<file path="config.mk">
export PLATFORM = sky130hd
export DESIGN_NAME = i2cmb_slave_array
export DESIGN_NICKNAME = d
export VERILOG_FILES = /design/src/rtl/i2cmb_slave_pkg.sv /design/src/rtl/i2cmb_slave_chan.sv /design/src/rtl/i2cmb_slave_array.sv
export SDC_FILE = /design/constraint.sdc
export NUM_CORES = 1
export LEC_CHECK = 0
export CORE_UTILIZATION = 45
export DETAILED_ROUTE_END_ITERATION = 7
export SETUP_SLACK_MARGIN = 0.2
export SLEW_MARGIN = 20
export SYNTH_ARGS = -nofsm -noshare
export SYNTH_HDL_FRONTEND = slang
export SYNTH_HIERARCHICAL = 1
export SYNTH_SLANG_ARGS = --single-unit
export TNS_END_PERCENT = 1
</file>
<file path="constraint.sdc">
create_clock -name clk -period 2.3 [get_ports clk]
set_input_delay 0.575 -clock clk [delete_from_list [all_inputs] [get_ports clk]]
set_output_delay 0.575 -clock clk [all_outputs]
set_load 0.005 [all_outputs]
</file>
<file path="src/rtl/i2cmb_slave_pkg.sv">
// Shared types for the multi-bus I2C target array.
// State enum, data width and pointer-width helper.
package i2cmb_slave_pkg;

  localparam int I2C_DATA_WIDTH = 8;

  typedef enum logic [3:0] {
    IDLE,
    ADDR,
    ADDR_ACK,
    PTR,
    PTR_ACK,
    WR,
    WR_ACK,
    RD,
    RD_ACK
`ifdef I2CMB_SLV_STRETCH_EN
    , STRETCH
`endif
  } slv_state_t;

  function automatic int ptr_w(input int depth);
    return $clog2(depth);
  endfunction

endpackage

</file>
<file path="src/rtl/i2cmb_slave_chan.sv">
// One I2C register-file target: sync, START/STOP, FSM, memory.
// Ports: clk, rst (async low), scl_i/sda_i, scl_o/sda_o, busy, wr_stb.
// Optional SCL stretching: I2CMB_SLV_STRETCH_EN.
module i2cmb_slave_chan
  import i2cmb_slave_pkg::*;
#(
  parameter logic [6:0] SLV_ADDR = 7'h22,
  parameter int MEM_DEPTH = 32,
  parameter int SYNC_STAGES = 2,
  parameter int STRETCH_CYCLES = 16
) (
  input  logic clk,
  input  logic rst,
  input  logic scl_i,
  input  logic sda_i,
  output logic scl_o,
  output logic sda_o,
  output logic busy,
  output logic wr_stb
);

  localparam int PW = ptr_w(MEM_DEPTH);
  localparam int DW = I2C_DATA_WIDTH;
  localparam logic [3:0] LAST = 4'(DW - 1);

  logic [SYNC_STAGES-1:0] scl_q;
  logic [SYNC_STAGES-1:0] sda_q;
  logic scl_s, sda_s, scl_p, sda_p;
  logic rise, fall, start, stop;

  slv_state_t state, nxt;
  logic [3:0] cnt;
  logic [DW-2:0] sh;
  logic [DW-1:0] nb;
  logic rw, ack_on, nack;
  logic [PW-1:0] ptr;
  logic [DW-1:0] mem [MEM_DEPTH];

  assign scl_s = scl_q[SYNC_STAGES-1];
  assign sda_s = sda_q[SYNC_STAGES-1];
  assign rise  = scl_s & ~scl_p;
  assign fall  = ~scl_s & scl_p;
  assign start = scl_s & scl_p & sda_p & ~sda_s;
  assign stop  = scl_s & scl_p & ~sda_p & sda_s;
  assign nb    = {sh, sda_s};

  always_ff @(posedge clk or negedge rst) begin
    if (!rst) begin
      scl_q <= '1;
      sda_q <= '1;
      scl_p <= 1'b1;
      sda_p <= 1'b1;
    end else begin
      scl_q <= {scl_q[SYNC_STAGES-2:0], scl_i};
      sda_q <= {sda_q[SYNC_STAGES-2:0], sda_i};
      scl_p <= scl_s;
      sda_p <= sda_s;
    end
  end

  // Where to go once the 9th (ACK/NACK) bit ends.
  always_comb begin
    nxt = WR;
    if (state == ADDR_ACK)
      nxt = rw ? RD : PTR;
    else if (state == RD_ACK)
      nxt = nack ? IDLE : RD;
  end

`ifdef I2CMB_SLV_STRETCH_EN
  localparam int SCW = $clog2(STRETCH_CYCLES + 1);
  slv_state_t ret;
  logic [SCW-1:0] scnt;
`else
  localparam int unused_stretch = STRETCH_CYCLES;
  assign scl_o = 1'b1;
`endif

  always_ff @(posedge clk or negedge rst) begin
    if (!rst) begin
      state  <= IDLE;
      cnt    <= '0;
      sh     <= '0;
      rw     <= 1'b0;
      ack_on <= 1'b0;
      nack   <= 1'b0;
      ptr    <= '0;
      sda_o  <= 1'b1;
      busy   <= 1'b0;
      wr_stb <= 1'b0;
`ifdef I2CMB_SLV_STRETCH_EN
      scl_o  <= 1'b1;
      ret    <= IDLE;
      scnt   <= '0;
`endif
      for (int i = 0; i < MEM_DEPTH; i++)
        mem[i] <= 8'(i);
    end else begin
      wr_stb <= 1'b0;
      if (start) begin
        state  <= ADDR;
        cnt    <= '0;
        ack_on <= 1'b0;
        sda_o  <= 1'b1;
`ifdef I2CMB_SLV_STRETCH_EN
        scl_o  <= 1'b1;
`endif
      end else if (stop) begin
        state <= IDLE;
        sda_o <= 1'b1;
        busy  <= 1'b0;
`ifdef I2CMB_SLV_STRETCH_EN
        scl_o <= 1'b1;
`endif
      end else begin
        unique case (state)
          IDLE: ;
          ADDR: if (rise) begin
            sh  <= nb[DW-2:0];
            cnt <= cnt + 4'd1;
            if (cnt == LAST) begin
              cnt <= '0;
              if (nb[DW-1:1] == SLV_ADDR) begin
                state  <= ADDR_ACK;
                rw     <= nb[0];
                busy   <= 1'b1;
                ack_on <= 1'b0;
              end else begin
                state <= IDLE;
              end
            end
          end
          PTR: if (rise) begin
            sh  <= nb[DW-2:0];
            cnt <= cnt + 4'd1;
            if (cnt == LAST) begin
              cnt    <= '0;
              ptr    <= nb[PW-1:0];
              ack_on <= 1'b0;
              state  <= PTR_ACK;
            end
          end
          WR: if (rise) begin
            sh  <= nb[DW-2:0];
            cnt <= cnt + 4'd1;
            if (cnt == LAST) begin
              cnt      <= '0;
              mem[ptr] <= nb;
              wr_stb   <= 1'b1;
              ptr      <= ptr + PW'(1);
              ack_on   <= 1'b0;
              state    <= WR_ACK;
            end
          end
          RD: begin
            if (rise)
              cnt <= cnt + 4'd1;
            if (fall) begin
              if (cnt == 4'd8) begin
                sda_o <= 1'b1;
                cnt   <= '0;
                state <= RD_ACK;
              end else begin
                sda_o <= sh[DW-2];
                sh    <= {sh[DW-3:0], 1'b0};
              end
            end
          end
          ADDR_ACK, PTR_ACK, WR_ACK, RD_ACK: begin
            if (rise && state == RD_ACK)
              nack <= sda_s;
            // First fall ends bit 8 (drive ACK), second ends bit 9.
            if (fall) begin
              if (state != RD_ACK && !ack_on) begin
                sda_o  <= 1'b0;
                ack_on <= 1'b1;
              end else begin
                ack_on <= 1'b0;
                cnt    <= '0;
                sda_o  <= 1'b1;
                if (nxt == RD) begin
                  sh    <= mem[ptr][DW-2:0];
                  sda_o <= mem[ptr][DW-1];
                  ptr   <= ptr + PW'(1);
                end
`ifdef I2CMB_SLV_STRETCH_EN
                state <= STRETCH;
                ret   <= nxt;
                scl_o <= 1'b0;
                scnt  <= '0;
`else
                state <= nxt;
`endif
              end
            end
          end
`ifdef I2CMB_SLV_STRETCH_EN
          STRETCH: begin
            if (scnt == SCW'(STRETCH_CYCLES - 1)) begin
              scl_o <= 1'b1;
              state <= ret;
            end else begin
              scnt <= scnt + SCW'(1);
            end
          end
`endif
          default: state <= IDLE;
        endcase
      end
    end
  end

endmodule

</file>
<file path="src/rtl/i2cmb_slave_array.sv">
// Array of independent I2C targets, one per bus, at ADDR_BASE+k.
// Ports: clk, rst (async low), scl_i/sda_i/scl_o/sda_o/busy/wr_stb per bus.
// Optional SCL stretching: I2CMB_SLV_STRETCH_EN.
module i2cmb_slave_array
  import i2cmb_slave_pkg::*;
#(
  parameter int NUM_BUSES = 1,
  parameter logic [6:0] ADDR_BASE = 7'h22,
  parameter int MEM_DEPTH = 32,
  parameter int SYNC_STAGES = 2,
  parameter int STRETCH_CYCLES = 16
) (
  input  logic clk,
  input  logic rst,
  input  logic [NUM_BUSES-1:0] scl_i,
  input  logic [NUM_BUSES-1:0] sda_i,
  output logic [NUM_BUSES-1:0] scl_o,
  output logic [NUM_BUSES-1:0] sda_o,
  output logic [NUM_BUSES-1:0] busy,
  output logic [NUM_BUSES-1:0] wr_stb
);

  for (genvar k = 0; k < NUM_BUSES; k++) begin : g_chan
    i2cmb_slave_chan #(
      .SLV_ADDR(7'(ADDR_BASE + k)),
      .MEM_DEPTH(MEM_DEPTH),
      .SYNC_STAGES(SYNC_STAGES),
      .STRETCH_CYCLES(STRETCH_CYCLES)
    ) u_chan (
      .clk(clk),
      .rst(rst),
      .scl_i(scl_i[k]),
      .sda_i(sda_i[k]),
      .scl_o(scl_o[k]),
      .sda_o(sda_o[k]),
      .busy(busy[k]),
      .wr_stb(wr_stb[k])
    );
  end

endmodule

</file>
==> reports/metrics.yaml, run 1 <==
outcome: "complete, no violations"
antenna_cells: 0
rows: 63
antenna_found_initial: 0
ant_nets: 0
grt_pass1_wl_mm: 55.66
syn_avg_cell_area_um2: 13.59
ioPinCount: 8
required_ns: 2.74
dr.pass1.iters: 5
nFillCells: 2407
portBuffers: 6
end_kind: "flip-flop"
powerDensity_nw_per_um2: 679.6
cts_tree: "done"
die_h_um: 177.7
wl_met3_mm: 1.343
hp-class: "reg -> reg"
clockRootBuffer: "clkbuf_16"
relSlewSlack: 0.6542
critPathArrivalTime_ns: 2.66
ys_seq_area_frac: 0.5268
initial_core_util: 0.4624
grt_pass1_vias: 9261
worst_r2r_startpoint: "g_chan[0].u_chan/ptr[1]"
async_reset_ff_frac: 1.000
worst_slew_pin_slew_ns: 0.5132
r2r_end: "g_chan[0].u_chan/sda_o"
crit_path_start: "g_chan[0].u_chan/ptr[1]"
die_area_um2: 31570
gp_congestion: 0.9079
ys_seq_elements: 288
multiInputGateArea_um2: 6447
final_common_cell: "mux2_2"
core-area_um2: 30030
vias: 8991
htreeDepth: 2
area_growth_syn_to_layout_pct: 22.74
hold_viol_final: 0
timing.final.crit_share: 0.9655
total_power_uw: 11580
clkTransAtPathRegs_ns: 0.05
max_freq_mhz: 450.3
cp-start-kind: "flip-flop"
synth-edff-count: 0
grt-ovfl-total: 0
topRoutingLayerUsed: "met4"
grtUsageTotal: 0.2314
clock_sinks: 288
finalMaxSlewViolations: 0
yosys_warnings: 6
cts_buffer_depth: 3
skew_ns: 0.02264
insertion_delay_ns: 0.52
setup.worst_path.end: "g_chan[0].u_chan/sda_o"
grt_max_degree: 61
final_cell_mix: "248 x mux2_2, 195 x dfrtp_1, 95 x buf_4, 87 x dfstp_2, 65 x mux2i_1"
fin_crit_ns: 2.221
max-cap-violations: 0
crit_type: "reg -> reg"
synthesis.area_um2: 13890
drt-initial-drc-count: 609
seq_area_um2: 7326
reg2reg_depth: 8
reg2reg_slack_ns: 0.08
layout-drive-gt1-share: 0.5507
drc: 0
wirelength_mm: 34.90
synth_cell_types: 68
nets: 1148
vdd_ir_drop_max_v: 0.0004634
dpl.hpwl_mm: 22.98
leakage_uw: 0.007257
cp_max_fo: 31
cts_buffers: 34
wl_met2_mm: 16.29
viasPerCell: 5.786
synthCells: 1022
wl_per_cell_um: 22.46
synthesis.nets: 1032
whs_ns: 0.3545
ys.flop_type: "dfrtp_1"
wl_met1_mm: 16.48
setup_viol: 0
die_x_um: 177.7
rsz0062_at_grt: "true"
==> worst min-delay path by stage <==
stage / endpoint / depth (start not counted) / from / slack [ns]
final: g_chan[0].u_chan/sda_q[1] / 0 / g_chan[0].u_chan/sda_q[0] / 0.35
after global routing: g_chan[0].u_chan/scl_q[1] / 0 / g_chan[0].u_chan/scl_q[0] / 0.36
after CTS: g_chan[0].u_chan/sda_q[1] / 0 / g_chan[0].u_chan/sda_q[0] / 0.36
after detailed placement: g_chan[0].u_chan/sda_q[1] / 0 / g_chan[0].u_chan/sda_q[0] / 0.35
after global placement: g_chan[0].u_chan/scl_q[1] / 0 / g_chan[0].u_chan/scl_q[0] / 0.35
after floorplan: g_chan[0].u_chan/ack_on / 0 / rst / 0.28
==> critical path, cell delays in order, from the launching register on <==
cell     delay [ns]
dfrtp_4        0.53
buf_12         0.15
buf_12         0.18
mux4_2         0.28
nand2_1        0.07
a32o_1         0.28
a21oi_1        0.29
o21ai_0        0.15
a31oi_1        0.18
==> timing repair <==
| action | CTS | global route |
|---|---|---|
| hold endpoints to repair | 30 | 0 |
| endpoints found under the setup margin | 268 | 279 |
| resized for setup | 24 | 28 |
| hold buffers | 1 | 0 |
| setup buffers | 3 | 18 |
| pin swaps | 5 | 12 |
==> cell families after synthesis <==
group,Yosys count,synth area share
adders and majority gates,6,0.005406
DFF,288,0.5268
other,1,0.0002700
buffers and inverters,76,0.02270
and+or+nand+nor,171,0.07487
AOI/OAI and AO/OA,121,0.05820
muxes,358,0.3111
xor gates and xnor gates,1,0.0006308
==> metal layers <==
metal,global-route usage,vias up
li1,-,4030
met1,0.3335,4726
met2,0.3626,180
met3,0.03428,55
met4,0.06481,0
met5,0,-
==> cell type report <==
cell class,count,share of cell area
well taps,390,0.02863
flip-flops and latches,288,0.4298
multi-input cells,658,0.3783
clock buffers,51,0.05916
repair buffers,147,0.09689
inverters,9,0.001982
clock inverters,11,0.005285
==> sequential cells by signal (all words and copies together) (netlist names), 2 cells and up <==
| name | cells |
|---|---|
| g_chan.u_chan/state | 4 |
| g_chan.u_chan/cnt | 4 |
| g_chan.u_chan/sh | 7 |
| g_chan.u_chan/ptr | 5 |
| g_chan.u_chan/mem | 256 |
| g_chan.u_chan/sda_q | 2 |
| g_chan.u_chan/scl_q | 2 |
==> where the power goes <==
part | switching [µW] | leakage, µW | internal, µW
registers | 72.1 | 0.00369 | 5160
clock network | 2090 | 0.000541 | 3160
logic | 771 | 0.00303 | 332
==> per-stage QoR <==
step | TNS [ns] | setup WS (ns) | area, µm² | cells | utilization
final | 0 | 0.07940 | 17050 | 1554 | 0.5676
after global routing | -0.03482 | -0.02555 | 17050 | 1554 | 0.5676
after CTS | 0 | 0.07163 | 16810 | 1536 | 0.5599
after detailed placement | -0.1386 | -0.1386 | 15540 | 1470 | 0.5176
after global placement | -0.1453 | -0.1453 | 15540 | 1470 | 0.5176
after floorplan | 0 | 0.07726 | 13890 | 1022 | -
==> synthesized netlist by cell type (5+ instances only) <==
master	number	area share
dfstp_2	87	0.16
nand3_1	11	0.0040
nand2b_1	10	0.0045
nor2_2	28	0.013
nor2_1	19	0.0051
clkbuf_1	43	0.012
ha_1	6	0.0054
mux2_2	256	0.21
nor3_4	5	0.0059
nor2b_1	8	0.0036
a21oi_1	14	0.0050
a221oi_1	12	0.0076
mux4_2	33	0.054
mux2i_1	66	0.048
nor4_1	5	0.0023
nand4_1	7	0.0032
nand2_1	35	0.0095
dfrtp_1	201	0.36
o22ai_1	21	0.0095
buf_2	17	0.0061
nor3_1	7	0.0025
and2_1	5	0.0023
o21ai_0	35	0.013
inv_1	9	0.0024
Power figures use the tool's default switching activity.
==> inputs of run 2 (changes only) <==
CAP_MARGIN = 5   (was not set)
==> results of run 2 <==
No change in the layout: final DEF, timing and power equal those of run 1.
==> RTL change 1, RTL diff (flow settings as in run 1) <==
`NUM_BUSES`: 1 -> 2.
--- a/src/rtl/i2cmb_slave_array.sv
+++ b/src/rtl/i2cmb_slave_array.sv
@@ -4,7 +4,7 @@
 module i2cmb_slave_array
   import i2cmb_slave_pkg::*;
 #(
-  parameter int NUM_BUSES = 1,
+  parameter int NUM_BUSES = 2,
   parameter logic [6:0] ADDR_BASE = 7'h22,
   parameter int MEM_DEPTH = 32,
   parameter int SYNC_STAGES = 2,
Ports: changed (6 resized); port bits go from 8 to 14. No check against the original RTL was run, so the function may have changed too.
==> RTL change 1 against run 1 <==
The run now ends with negative setup slack left. Sequential cell count is 288 higher. Worst hold slack worse by 0.0068 ns. Setup slack lost 0.13 ns. Synthesized cell count increased by 99%. Clock skew is 0.0062 ns higher. Final area rose by 110%. Critical endpoint is now g_chan[1].u_chan/sh[3]$_DFFE_PN0P_. Critical path type unchanged. First-iteration DRC count grew 100%. Synthesized area is 110% higher. Global-route usage about the same. Total power is 130% higher. Routed wire length up 120%. Largest cell class is now multi-input gates.
==> RTL change 1: results (changes against run 1) <==
- Syn Nets: 2049 (+99%)
- GRT Total Usage: 0.231 (-0.000394)
- Worst hold path endpoint: g_chan[0].u_chan/scl_q[1]$_DFF_PN1_
- Drt wl/cell: 24.7 µm (+9.9%)
- Lkg Pwr: 0.0157 µW (+120%)
- FILL cells: 5047 (+110%)
- Layout Skew: 0.0289 ns (+0.00622 ns)
- Worst relative slew slack: 0.509 (-0.146)
- Hold_ws: 0.348 ns (-0.00683 ns)
- Crit path max fanout: 6 (-81%)
- Instance area at placement: 32000 µm² (+110%)
- PortBufs: 11 (+5)
- Post-DP HPWL: 49.1 mm (+110%)
- Final setup fails: 2 (+2)
- Vias in the first global route: 19100 (+110%)
- Status: finished, violations left
- Skew-Pair Late Insertion Delay: 0.61 ns (+0.09 ns)
- Post-Synthesis Cells: 2031 (+99%)
- DR iter-0 viols: 1229 (+100%)
- First-pass GRT wire length: 119 mm (+110%)
- Setup TNS Final: -0.0603 ns (-0.0603 ns)
- Vias/cell: 5.79 (+0.10%)
- Final non-filler cell total: 3086 (+99%)
- Critical Path Max Stage Delay: 0.55 ns (+0.02 ns)
- Register area share after synthesis: 0.500 (-0.0271)
- Largest net degree at the start of global routing: 63 (+3.3%)
- Placed insts: 2948 (+100%)
- Synth unique cells: 90 (+32%)
- Peak VDD IR: 536 µV (+16%)
- Crit path from: g_chan[1].u_chan/ptr[1]$_DFFE_PN0P_
- Largest registers: g_chan.u_chan/mem (512), g_chan.u_chan/sh (14), g_chan.u_chan/ptr (10)
- Worst Slack Setup Final: -0.0550 ns (-0.134 ns)
- Worst reg2reg endpoint: g_chan[1].u_chan/sh[3]$_DFFE_PN0P_
- Worst slack, placed: -0.175 ns (-0.0363 ns)
- Failing checks: negative setup slack
- Post-synth top cells: 402 x dfrtp_1, 245 x mux2_2, 232 x mux2_4
[RTL change 1: metal layers]
metal,track usage,share of wire,routed length (µm),up-vias
li1,-,-,-,7825
met1,0.307,0.44,33500,9515
met2,0.383,0.50,37700,410
met3,0.0325,0.033,2500,123
met4,0.0888,0.031,2370,0
met5,0,0,0,-
[RTL change 1: power breakdown]
group          leakage (µW)  switching (µW)  internal (µW)
Combinational       0.00725            3530           1830
Sequential          0.00737             245          10400
Clock               0.00112            4310           6690
[RTL change 1: cells by family after synthesis]
logic type	after synthesis	share of synthesized area
muxes	695	0.330
other	2	0.000256
and+or+nand+nor	343	0.0836
xor gates and xnor gates	1	0.000299
adders and majority gates	12	0.00513
AOI/OAI and AO/OA	234	0.0552
buffers and inverters	168	0.0258
DFF	576	0.500
[RTL change 1: final cells by class]
class | count | area, µm² | share of cell area
clock buffer | 93 | 1890 | 0.0528
clock inverter | 27 | 390 | 0.0109
inverter | 22 | 86.3 | 0.00241
multi-input combinational | 1287 | 15500 | 0.431
sequential | 576 | 14600 | 0.408
tap | 855 | 1070 | 0.0298
timing repair buffer | 226 | 2330 | 0.0649
[RTL change 1: worst max-delay path: cells and delay by family (launching register included)]
| kind | cells | cell delay [ns] |
|---|---|---|
| buffers and inverters | 3 | 0.50 |
| AOI/OAI and AO/OA | 3 | 0.82 |
| and+or+nand+nor | 1 | 0.07 |
| muxes | 1 | 0.31 |
| DFF | 1 | 0.55 |
[RTL change 1: repair_timing]
action / 4_1_cts / 5_1_grt
hold endpoints to repair: 17 / 0
buffers inserted: 13 / 4
pin swaps: 8 / 97
endpoints found under the setup margin: 537 / 552
gates resized for setup: 32 / 339
hold buffers: 1 / 0
==> RTL change 2, RTL diff (flow settings as in run 1) <==
Without the edit above. Encoding of `slv_state_t`: now one-hot (9 bits for 9 states).
--- a/src/rtl/i2cmb_slave_pkg.sv
+++ b/src/rtl/i2cmb_slave_pkg.sv
@@ -4,16 +4,16 @@
 
   localparam int I2C_DATA_WIDTH = 8;
 
-  typedef enum logic [3:0] {
-    IDLE,
-    ADDR,
-    ADDR_ACK,
-    PTR,
-    PTR_ACK,
-    WR,
-    WR_ACK,
-    RD,
-    RD_ACK
+  typedef enum logic [8:0] {
+    IDLE     = 9'b000000001,
+    ADDR     = 9'b000000010,
+    ADDR_ACK = 9'b000000100,
+    PTR      = 9'b000001000,
+    PTR_ACK  = 9'b000010000,
+    WR       = 9'b000100000,
+    WR_ACK   = 9'b001000000,
+    RD       = 9'b010000000,
+    RD_ACK   = 9'b100000000
 `ifdef I2CMB_SLV_STRETCH_EN
     , STRETCH
 `endif
Check against the original RTL: no difference found for any inputs over 4 cycles, from zero or initial values and one cycle with rst low; so few cycles prove little.
==> RTL change 2 against run 1 <==
The flow now finishes with violations (design-rule violations, negative setup slack). Total power down 3.4%. Final area is 0.83% higher. Count of clock-buffer cells in the layout increased by 3. Critical path type unchanged. Critical endpoint is now g_chan[0].u_chan/sh[4]$_DFFE_PN0P_. Setup slack got worse by 0.17 ns. Cell count is 1.4% higher. Sequential share of layout area grew 0.37 points. Sequential cell count increased by 5. Routed wire length grew 2.7%. Synthesized area up 2.1%.
==> RTL change 2: results (changes against run 1) <==
- Slowest cell on the critical path: or4_4
- Vias after detailed routing: 9198 (+2.3%)
- Status: finished, violations left
- Switching Fraction: 0.219 (-0.0345)
- Crit path max fanout: 7 (-77%)
- Worst relative slew slack: 0.569 (-0.0855)
- Synth area leaders: dfrtp_1 36%, mux2_2 21%, dfstp_2 16%
- Drt total wl: 35.9 mm (+2.7%)
- Critical Path Max Stage Delay: 0.56 ns (+0.03 ns)
- DR iter-0 viols: 713 (+17%)
- Crit path arrival time: 2.76 ns (+0.10 ns)
- Placer congestion estimate: 0.894 (-1.5%)
- Ratio of cells with drive above 1 in the final layout: 0.536 (-0.0142)
- DRC Markers: 1 (+1)
- Worst slack, placed: -0.111 ns (+0.0272 ns)
- Register area share after synthesis: 0.525 (-0.00206)
- Pre-Repair DR Iteration Count: 8 (+3)
- Worst Slack Setup Final: -0.0873 ns (-0.167 ns)
- Hold WC Path Type: in2async
- Layout Skew: 0.0197 ns (-0.00295 ns)
- Syn Nets: 1057 (+2.4%)
- RR Startpoint: g_chan[0].u_chan/state[0]$_DFFE_PN1P_
- Post-DP HPWL: 24.2 mm (+5.3%)
- Instance area at placement: 15700 µm² (+1.1%)
- Peak VDD IR: 453 µV (-2.2%)
- Lkg Pwr: 0.00775 µW (+6.7%)
- Synth unique cells: 76 (+12%)
- Net count, final: 1165 (+1.5%)
- GRT Total Usage: 0.230 (-0.00145)
- Largest registers: g_chan.u_chan/mem (256), g_chan.u_chan/state (9), g_chan.u_chan/sh (7)
- Vias in the first global route: 9534 (+2.9%)
- Dominant delay contributor by cell family on the critical path: simple AND/OR/NAND/NOR gates
- Final setup fails: 10 (+10)
- First-pass GRT wire length: 57.4 mm (+3.0%)
- Setup TNS Final: -0.594 ns (-0.594 ns)
- Post-synth top cells: 260 x mux2_2, 205 x dfrtp_1, 88 x dfstp_2
- Largest net degree at the start of global routing: 71 (+16%)
- Failing checks: design-rule violations, negative setup slack
RTL change 2: cell types whose count changed in the layout (fill, tap and decap cells not counted), sizes merged, moves of 5 or more:
cell    before  now
nor2        47   26
a22oi        2   18
o21ai       35   19
mux2i       66   52
a221oi      12    1
a211oi       2   10
a21oi       14   22
o22ai       21   13
nor2b        8   15
a221o        1    6
and3         2    7
clkinv       8    3
nand2       40   45
nor3        13   18
RTL change 2: final timing paths:
path	slack, ns	cells past startpoint	end
worst max-delay path	-0.09	7	g_chan[0].u_chan/sh[4]$_DFFE_PN0P_
worst max register to register	-0.09	7	g_chan[0].u_chan/sh[4]$_DFFE_PN0P_
min in group clk	0.35	0	g_chan[0].u_chan/scl_q[1]$_DFF_PN1_
worst min-delay path	0.05	1	g_chan[0].u_chan/mem[251]$_DFFE_PN0P_
worst min register to register	0.35	0	g_chan[0].u_chan/scl_q[1]$_DFF_PN1_
max in group asynchronous	1.47	2	g_chan[0].u_chan/scl_q[1]$_DFF_PN1_
RTL change 2: metrics by stage:
| step | total power [µW] | cells | utilization |
|---|---|---|---|
| after floorplan | 5590 | 1047 | - |
| after CTS | 11300 | 1570 | 0.550 |
| after detailed placement | 5890 | 1507 | 0.510 |
| final | 11200 | 1576 | 0.557 |
| after global placement | 5880 | 1507 | 0.510 |
| after global routing | 11600 | 1576 | 0.557 |
RTL change 2: power groups by stage:
stage               registers, µW  logic [µW]  clock network [µW]
floorplan                    5300         286                   0
global placement             5310         568                   0
detailed placement           5310         571                   0
CTS                          5230         586                5530
global route                 5230         639                5740
finish                       5230         582                5380
RTL change 2: worst reg2reg max path, stage by stage, from the launching register on:
cell	delay, ns
dfstp_2	0.41
or4_4	0.56
nor4b_4	0.39
buf_4	0.18
nor2_2	0.04
o211ai_2	0.23
o21ai_4	0.14
a221o_1	0.34
RTL change 2: timing repair:
| item | in CTS | in global routing |
|---|---|---|
| pin swaps | 2 | 28 |
| buffers inserted | 2 | 6 |
| gates resized for setup | 20 | 41 |
| setup endpoints to repair | 282 | 283 |
RTL change 2: per-layer routing:
layer | vias up | GRT usage | routed length (µm)
li1 | 4119 | - | -
met3 | 61 | 0.0259 | 1460
met4 | 0 | 0.0676 | 914
met1 | 4800 | 0.342 | 17000
met2 | 218 | 0.355 | 16400
met5 | - | 0 | 0
RTL change 2: layout make-up:
cell class	count	area (µm²)
Fill cell	2538	13600
Sequential cell	293	7450
Multi-Input combinational cell	669	6590
Clock inverter	7	92.6
Inverter	10	37.5
Timing Repair Buffer	147	1480
Tap cell	396	495
Clock buffer	54	1040
RTL change 2: cells by family after synthesis:
logic type,count (synthesis),share of synthesized area
compound gates,126,0.0620
xor+xnor,4,0.00247
fa+ha+maj,6,0.00529
buf+inv,85,0.0274
flops,293,0.525
mux,349,0.301
other cells,1,0.000264
simple gates,183,0.0764
